## config.mk

```make
export PLATFORM = sky130hd
export DESIGN_NAME = ps2_scancode_decoder
export DESIGN_NICKNAME = d
export VERILOG_FILES = /design/src/rtl/ps2_scancode_decoder.sv
export SDC_FILE = /design/constraint.sdc
export NUM_CORES = 1
export LEC_CHECK = 0
export BUFFER_PORTS_ARGS = -buffer_cell sky130_fd_sc_hd__buf_2
export CAP_MARGIN = 15
export CORE_ASPECT_RATIO = 1.1
export CORE_MARGIN = 2
export CORE_UTILIZATION = 55
export DETAILED_ROUTE_END_ITERATION = 7
export PLACE_DENSITY = 0.73
export RECOVER_POWER = 25
export SETUP_SLACK_MARGIN = 0.4
export SLEW_MARGIN = 0
export SYNTH_ARGS = -nofsm -noshare
export SYNTH_HDL_FRONTEND = slang
export SYNTH_SLANG_ARGS = --single-unit
```

## constraint.sdc

```tcl
create_clock -name Clock -period 4.95 [get_ports Clock]
set_clock_uncertainty 0.2 [all_clocks]
set_input_delay 0.7425 -clock Clock [delete_from_list [all_inputs] [get_ports Clock]]
set_output_delay 0.7425 -clock Clock [all_outputs]
set_load 0.005 [all_outputs]
```

## src/rtl/ps2_scancode_decoder.sv

```systemverilog
// ps2_scancode_decoder
//   Turns the set-2 scan-code byte stream from the PS/2 receiver into key
//   events. It strips the E0 (extended) and F0 (break) prefixes, drops
//   keyboard status bytes and queues one event per make/break in a
//   first-word-fall-through FIFO. Hex-digit keys are also translated to a
//   4-bit value.
//
//   State table
//     state       | meaning
//     S_IDLE      | no prefix pending
//     S_GOT_E0    | E0 seen, waiting for the code byte or F0
//     S_GOT_F0    | F0 seen, next code byte is a release
//     S_GOT_E0F0  | E0 F0 seen, next code byte is an extended release
//
// Ports
//   Clock       in   system clock, posedge
//   Reset       in   async active-high reset
//   iByteValid  in   one-cycle strobe qualifying iByte
//   iByte       in   received scan-code byte
//   iRead       in   pop the head event (ignored when empty)
//   oKeyValid   out  FIFO non-empty, head event on the outputs below
//   oKeyCode    out  head scan code with prefixes stripped
//   oBreak      out  head event is a release
//   oExtended   out  head event carried E0
//   oIsHex      out  head is a non-extended hex-digit key
//   oHexValue   out  hex value of the head (0 when oIsHex=0)
//   oCount      out  number of queued events
//   oOverflow   out  sticky: an event was dropped on a full FIFO
module ps2_scancode_decoder #(
    parameter int DEPTH          = 8,
    parameter int TIMEOUT_CYCLES = 50000
) (
    input  logic                     Clock,
    input  logic                     Reset,
    input  logic                     iByteValid,
    input  logic [7:0]               iByte,
    input  logic                     iRead,
    output logic                     oKeyValid,
    output logic [7:0]               oKeyCode,
    output logic                     oBreak,
    output logic                     oExtended,
    output logic                     oIsHex,
    output logic [3:0]               oHexValue,
    output logic [$clog2(DEPTH):0]   oCount,
    output logic                     oOverflow
);

    localparam int AW = $clog2(DEPTH);
    localparam int TW = $clog2(TIMEOUT_CYCLES) + 1;

    typedef enum logic [1:0] {
        S_IDLE     = 2'd0,
        S_GOT_E0   = 2'd1,
        S_GOT_F0   = 2'd2,
        S_GOT_E0F0 = 2'd3
    } state_t;

    state_t          state_q, state_d;
    logic [TW-1:0]   tmo_q, tmo_d;
    logic [AW-1:0]   rd_ptr_q, wr_ptr_q;
    logic [AW:0]     count_q;
    logic            overflow_q;
    // Entry layout: {extended, break, code}
    logic [9:0]      mem_q [DEPTH];

    logic            is_status, is_e0, is_f0;
    logic            push, pop, full, do_write, drop;
    logic [9:0]      new_ev, head;
    logic            hex_hit;
    logic [3:0]      hex_val;

    always_comb begin
        is_status = (iByte == 8'hAA) || (iByte == 8'hFA) || (iByte == 8'hFE) ||
                    (iByte == 8'hEE) || (iByte == 8'h00) || (iByte == 8'hFF);
        is_e0     = (iByte == 8'hE0);
        is_f0     = (iByte == 8'hF0);
        push      = iByteValid && !is_status && !is_e0 && !is_f0;
        new_ev    = {(state_q == S_GOT_E0) || (state_q == S_GOT_E0F0),
                     (state_q == S_GOT_F0) || (state_q == S_GOT_E0F0),
                     iByte};
        full      = (count_q == (AW+1)'(DEPTH));
        pop       = iRead && (count_q != '0);
        // A pop in the same cycle frees the slot, so a full FIFO still accepts.
        do_write  = push && (!full || pop);
        drop      = push && full && !pop;

        state_d = state_q;
        tmo_d   = tmo_q;
        if (iByteValid) begin
            tmo_d = '0;
            if (is_status) begin
                state_d = S_IDLE;
            end else if (is_e0) begin
                state_d = S_GOT_E0;
            end else if (is_f0) begin
                case (state_q)
                    S_IDLE:   state_d = S_GOT_F0;
                    S_GOT_E0: state_d = S_GOT_E0F0;
                    default:  state_d = state_q;
                endcase
            end else begin
                state_d = S_IDLE;
            end
        end else if (state_q != S_IDLE) begin
            if (tmo_q == TW'(TIMEOUT_CYCLES - 1)) begin
                state_d = S_IDLE;
                tmo_d   = '0;
            end else begin
                tmo_d = tmo_q + TW'(1);
            end
        end else begin
            tmo_d = '0;
        end
    end

    always_ff @(posedge Clock or posedge Reset) begin
        if (Reset) begin
            state_q    <= S_IDLE;
            tmo_q      <= '0;
            rd_ptr_q   <= '0;
            wr_ptr_q   <= '0;
            count_q    <= '0;
            overflow_q <= 1'b0;
        end else begin
            state_q <= state_d;
            tmo_q   <= tmo_d;
            if (do_write) wr_ptr_q <= wr_ptr_q + AW'(1);
            if (pop)      rd_ptr_q <= rd_ptr_q + AW'(1);
            case ({do_write, pop})
                2'b10:   count_q <= count_q + (AW+1)'(1);
                2'b01:   count_q <= count_q - (AW+1)'(1);
                default: count_q <= count_q;
            endcase
            if (drop) overflow_q <= 1'b1;
        end
    end

    // Storage carries no reset; stale entries are hidden by the pointers/count.
    always_ff @(posedge Clock) begin
        if (do_write) mem_q[wr_ptr_q] <= new_ev;
    end

    always_comb begin
        head    = mem_q[rd_ptr_q];
        hex_hit = 1'b1;
        hex_val = 4'h0;
        case (head[7:0])
            8'h45: hex_val = 4'h0;
            8'h16: hex_val = 4'h1;
            8'h1E: hex_val = 4'h2;
            8'h26: hex_val = 4'h3;
            8'h25: hex_val = 4'h4;
            8'h2E: hex_val = 4'h5;
            8'h36: hex_val = 4'h6;
            8'h3D: hex_val = 4'h7;
            8'h3E: hex_val = 4'h8;
            8'h46: hex_val = 4'h9;
            8'h1C: hex_val = 4'hA;
            8'h32: hex_val = 4'hB;
            8'h21: hex_val = 4'hC;
            8'h23: hex_val = 4'hD;
            8'h24: hex_val = 4'hE;
            8'h2B: hex_val = 4'hF;
            default: hex_hit = 1'b0;
        endcase
    end

    // Head fields are forced to zero while empty so reset/empty outputs are clean.
    assign oKeyValid = (count_q != '0);
    assign oKeyCode  = oKeyValid ? head[7:0] : 8'h00;
    assign oBreak    = oKeyValid && head[8];
    assign oExtended = oKeyValid && head[9];
    assign oIsHex    = oKeyValid && !head[9] && hex_hit;
    assign oHexValue = oIsHex ? hex_val : 4'h0;
    assign oCount    = count_q;
    assign oOverflow = overflow_q;

endmodule

```

# --- After elaboration in Yosys (flattened, before gate mapping) ---
# Memories as Yosys holds them, arrays and structs flattened.
# Cells that the tools add are included.
classes:
  n_reduce_logical: 34
  eq_ne: 31
  n_bitwise: 0
  mux: 17
  addsub: 5
  div_mod_pow: 0
  mul: 0
  order_cmp: 0
  shifts: 0
ops:
  columns: ["op", "n"]
  rows:
  - ["$eq 8x6->1 const B", 11]
  - ["$pmux 4 s15", 1]
  - ["$eq 8x8->1 const B", 7]
  - ["$mux 17", 3]
  - ["$eq 8x5->1 const B", 3]
  - ["$add 17x1->17 const B", 1]
  - ["$eq 17x16->1 const B", 1]
  - ["$eq 8x7->1 const B", 2]
  - ["$reduce_or 16->1", 1]
  - ["$mux 2", 6]
  - ["$logic_and 1x1->1", 11]
  - ["$logic_not 8->1", 1]
  - ["$logic_or 1x1->1", 8]
  - ["$mux 8", 1]
  - ["$pmux 4 s2", 1]
  - ["$reduce_bool 2->1", 4]
  - ["$add 3x1->3 const B", 2]
  - ["$eq 2x2->1 const B", 3]
  - ["$logic_not 1->1", 6]
  - ["$ne 6x4->1 const B", 1]
  - ["$add 4x1->4 const B", 1]
  - ["$eq 2x1->1 const B", 2]
  - ["$eq 4x4->1 const B", 1]
  - ["$mux 4", 1]
  - ["other kinds (6)", 8]
totals:
  mem_count: 1
  out_inout_bits: 21
  wordCells: 94
  mem_bits_ro: 0
  ramBits: 80
  latch_bits: 0
  inputBits: 12
  regBits: 30
memory_table:
  columns: ["name", "words", "word_bits", "read_ports", "rd_clocked_by_memory_dff", "wr", "line", "source"]
  rows:
  - ["mem_q", 8, 10, 1, 0, 1, "64", "logic [9:0] mem_q [DEPTH];"]

# --- Logic depth before layout (Yosys ltp) ---
logic_depth:
  depth_word: 13
  mapped_depth: 12
  depth_no_buf: 12

# --- Worst setup path after synthesis ---
# Ideal clock, no wire load.
synth_path:
  path_type: "input-to-reg"
  startpoint: "input iByte[0]"
  endpoint: "memory mem_q[4][0] (enable)"
  arrival_time_ps: 2800
  setup_ps: 392
  cell_stages: 7
  path_buffers: 0
  setup_slack_ps: 1558
  required_time_ps: 4358
  cell_sequence: "inv_1 -> maj3_1 -> a31oi_1 -> o21ai_1 -> nor3b_1 -> nand2b_1 -> nor3b_1"
synth_via:
  elab_chain_cells: 13
  elab_cells_between_ends: 22
  classes_between: "7 x eq/ne; 2 x mux; 13 x reduce/logical"
synth_rtl:
  columns: ["item", "line", "source"]
  rows:
  - ["from (decl)", "36", "input logic [7:0] iByte,"]
  - ["$eq 8x8->1", "73", "is_status = (iByte == 8'hAA) || (iByte == 8'hFA) || (iByte == 8'hFE) ||"]
  - ["$logic_or 1x1->1 (3 in a row)", "73", null]
  - ["$logic_or 1x1->1 (2 in a row)", "74", "(iByte == 8'hEE) || (iByte == 8'h00) || (iByte == 8'hFF);"]
  - ["$logic_not 1->1", "77", "push = iByteValid && !is_status && !is_e0 && !is_f0;"]
  - ["$logic_and 1x1->1 (2 in a row)", "77", null]
  - ["$logic_and 1x1->1 *", "77", null]
  - ["$logic_and 1x1->1 *", "84", "do_write = push && (!full || pop);"]
  - ["$mux 1 *", "140", "if (do_write) mem_q[wr_ptr_q] <= new_ev;"]
  - ["$mux 1 (not written as such) *", "140", null]
  - ["to (decl)", "64", null]
# Mark *: on every way between the ends. The rest lies on a longest branch, timed or not.

# --- Final worst setup path ---
layout_path:
  startpoint: "register rd_ptr_q[0]"
  endpoint: "output oIsHex"
layout_via:
  elab_chain_cells: 5
  elab_cells_between_ends: 22
  classes_between: "16 x eq/ne; 1 x mux; 4 x reduce/logical; 1 x memory"
layout_rtl:
  columns: ["item", "line", "source"]
  rows:
  - ["from (decl)", "60", "logic [AW-1:0] rd_ptr_q, wr_ptr_q;"]
  - ["from (signal assigned)", "128", "if (pop) rd_ptr_q <= rd_ptr_q + AW'(1);"]
  - ["$mem_v2 8x10 *", null, null]
  - ["$eq 8x6->1, or another cell as far along", "147", "case (head[7:0])"]
  - ["$reduce_or 16->1 (no line)", null, null]
  - ["$mux 1", "147", null]
  - ["$logic_and 1x1->1 *", "173", "assign oIsHex = oKeyValid && !head[9] && hex_hit;"]
  - ["to (decl)", "42", "output logic oIsHex,"]
# Marks and branches as above.

==> results.ini <==
[sta]
finalSetupTns_ps=0
min_period_ps=4230
hold_viol=0
rsz0062_at_grt=false
fin_crit_sh_pct=85.4
maxSlewViolCount=31
fmax_mhz=236
worst_slew_pin_slew_ps=1690
max_slew_margin_pct=-13.0
setup_viol_count_final=0

[synth]
synth_edf_count=80
avgSynthCellArea_um2=13.7
synth_cell_types=59
syn_nets=397
ys_ff_latch=110
synth_largest_area_cell=edfxtp_1
yosysMostFrequentCell=edfxtp_1
netlist_top_cells_area=edfxtp_1 46%, dfrtp_1 14%, mux4_2 6.5%, nor2_1 3.0%, mux2_2 2.4%
yosysWarnings=0
ys.flop_type=edfxtp_1
mappedNetlistArea_um2=5200
syn_inst=379
ys_seq_area_share_pct=60.6
synth_common_cells=80 x edfxtp_1, 42 x nor2_1, 30 x dfrtp_1
synth_top_area_share_pct=46.2
synth_async_sr_flop_share_pct=27.3

[routing]
dr.max_layer_used=met4
wl_met1_mm=4.38
first_pass_iters=4
drc=0
drt-total-wl_mm=9.95
dr_total_vias=3208
dr_wl_met3_um=313
drt-initial-drc-count=359
antenna_left=0
viasPerCell=5.93
wl_per_cell_um=18.4
wl_met2_mm=5.12

[final_layout]
synthToLayoutAreaGrowth_pct=9.79
diodes=0
drive_above_1_share_pct=20.8
fin_nets=437
final_cells=541

[clock_tree]
ctsHoldBuffers=0
path_clk_slew_ps=90
cts_buffer_depth=2
cts_root_buffer=clkbuf_8
clock_latency_ps=350
tritoncts=yes
cts_htree_levels=3
post_cts_buffers=0
cts_made_buffers=9
clock-sinks=110
postCtsResizedCells=0

[global_routing]
grt_usage_pct=20.1
grt_pass1_vias=3245
grt_max_degree=32
antenna_found_initial=0
grt_first_pass_wirelength_mm=16.2
overflow=0

[floorplan]
rows=37
io_pins=33
start_util_pct=56.2
die_h_um=106
die_area_um2=10300
dieWidth_um=96.7
core_um2=9260

[worst_hold_path]
hp-class=reg -> reg

[place]
portBuffers=32
place_congestion=0.907
dp_cells=523
dp_hpwl_mm=6.97

[job]
cap_violations=1

[setup_path]
critPathCaptureType=primary output
critical_path_class=reg -> out
worstPathArrival_ps=3290
cp.required_ps=4010
worstPathMaxFanout=12
cp-start-kind=register

[pwr]
pwr_density_cell_nw_per_um2=540
peakVddDrop_uv=307
p_leak_uw=0.00207
power_uw=3080

[outcome]
status=complete, but fails checks
violations=max-capacitance violations, max-slew violations

-- kinds of logic after synthesis --
family | Yosys count | share of synthesized area, %
AOI/OAI and AO/OA | 44 | 5.84
buffers and inverters | 25 | 2.72
xor gates and xnor gates | 22 | 3.70
muxes | 36 | 11.6
DFF | 110 | 60.6
and+or+nand+nor | 135 | 13.8
adders and majority gates | 7 | 1.78
-- where the power goes --
part           switching [µW]  internal, µW  total, µW
clock                     278           246        524
combinational             720           602       1320
sequential                120          1120       1240
-- worst paths after layout --
check / startpoint / end / slack, ps / cells past startpoint
setup / recovery: rd_ptr_q[0]$_DFFE_PP0P_ / oIsHex / 720 / 9
hold / removal: tmo_q[0]$_DFF_PP0_ / tmo_q[0]$_DFF_PP0_ / 260 / 1
setup reg to reg: oCount[2]$_DFFE_PP0P_ / oCount[3]$_DFFE_PP0P_ / 2010 / 11
hold reg to reg: tmo_q[0]$_DFF_PP0_ / tmo_q[0]$_DFF_PP0_ / 260 / 1
max in group asynchronous: Reset / tmo_q[6]$_DFF_PP0_ / 2810 / 3
min in group asynchronous: Reset / oCount[2]$_DFFE_PP0P_ / 760 / 3
-- per-layer routing --
layer	vias to the layer above	track usage (%)
met5	-	0
met4	0	6.24
met3	11	3.16
met2	76	35.6
met1	1616	25.6
li1	1505	-
-- critical path, cell delays in order (launching register included) --
cell and delay, ps:
dfrtp_1 660, buf_4 360, mux4_2 550, mux2_4 310, nor3b_4 290, nand4_1 170, o32ai_1 180, a211oi_1 130
a31oi_1 160, buf_2 130
-- registers in the layout (all words and copies together), names as in the netlist --
name       count
rd_ptr_q       3
state_q        2
oOverflow      1
wr_ptr_q       3
mem_q         80
oCount         4
tmo_q         17
-- stage by stage --
step                hold WS, ps  setup slack (ps)  util, %  cell area, µm²
floorplan                   225              1560        -            5200
global placement            239              1060     59.2            5490
detailed placement          247              1010     59.2            5490
CTS                         248               629     61.4            5680
global route                296               492     61.7            5710
finish                      255               720     61.7            5710
-- area by class of cell --
cell class	instances	area, µm²
Timing Repair Buffer	45	273
Tap cell	117	146
Clock inverter	2	12.5
Inverter	9	33.8
Fill cell	721	3550
Multi-Input combinational cell	244	1910
Clock buffer	14	185
Sequential cell	110	3150
-- cell usage in the layout, fill, tap and decap left out, types with 7 or more instances in the layout --
cell       n
xor2_1    10
xnor2_1   12
edfxtp_1  80
clkbuf_1   8
clkbuf_8   9
inv_1      9
nor2_1    42
mux4_2    15
nand4_1    7
buf_2     28
nand2_1   24
nor2b_1    7
nor3_1    10
mux2_2    11
dfrtp_1   30
buf_4     10
(Power assumes the default switching activity.)
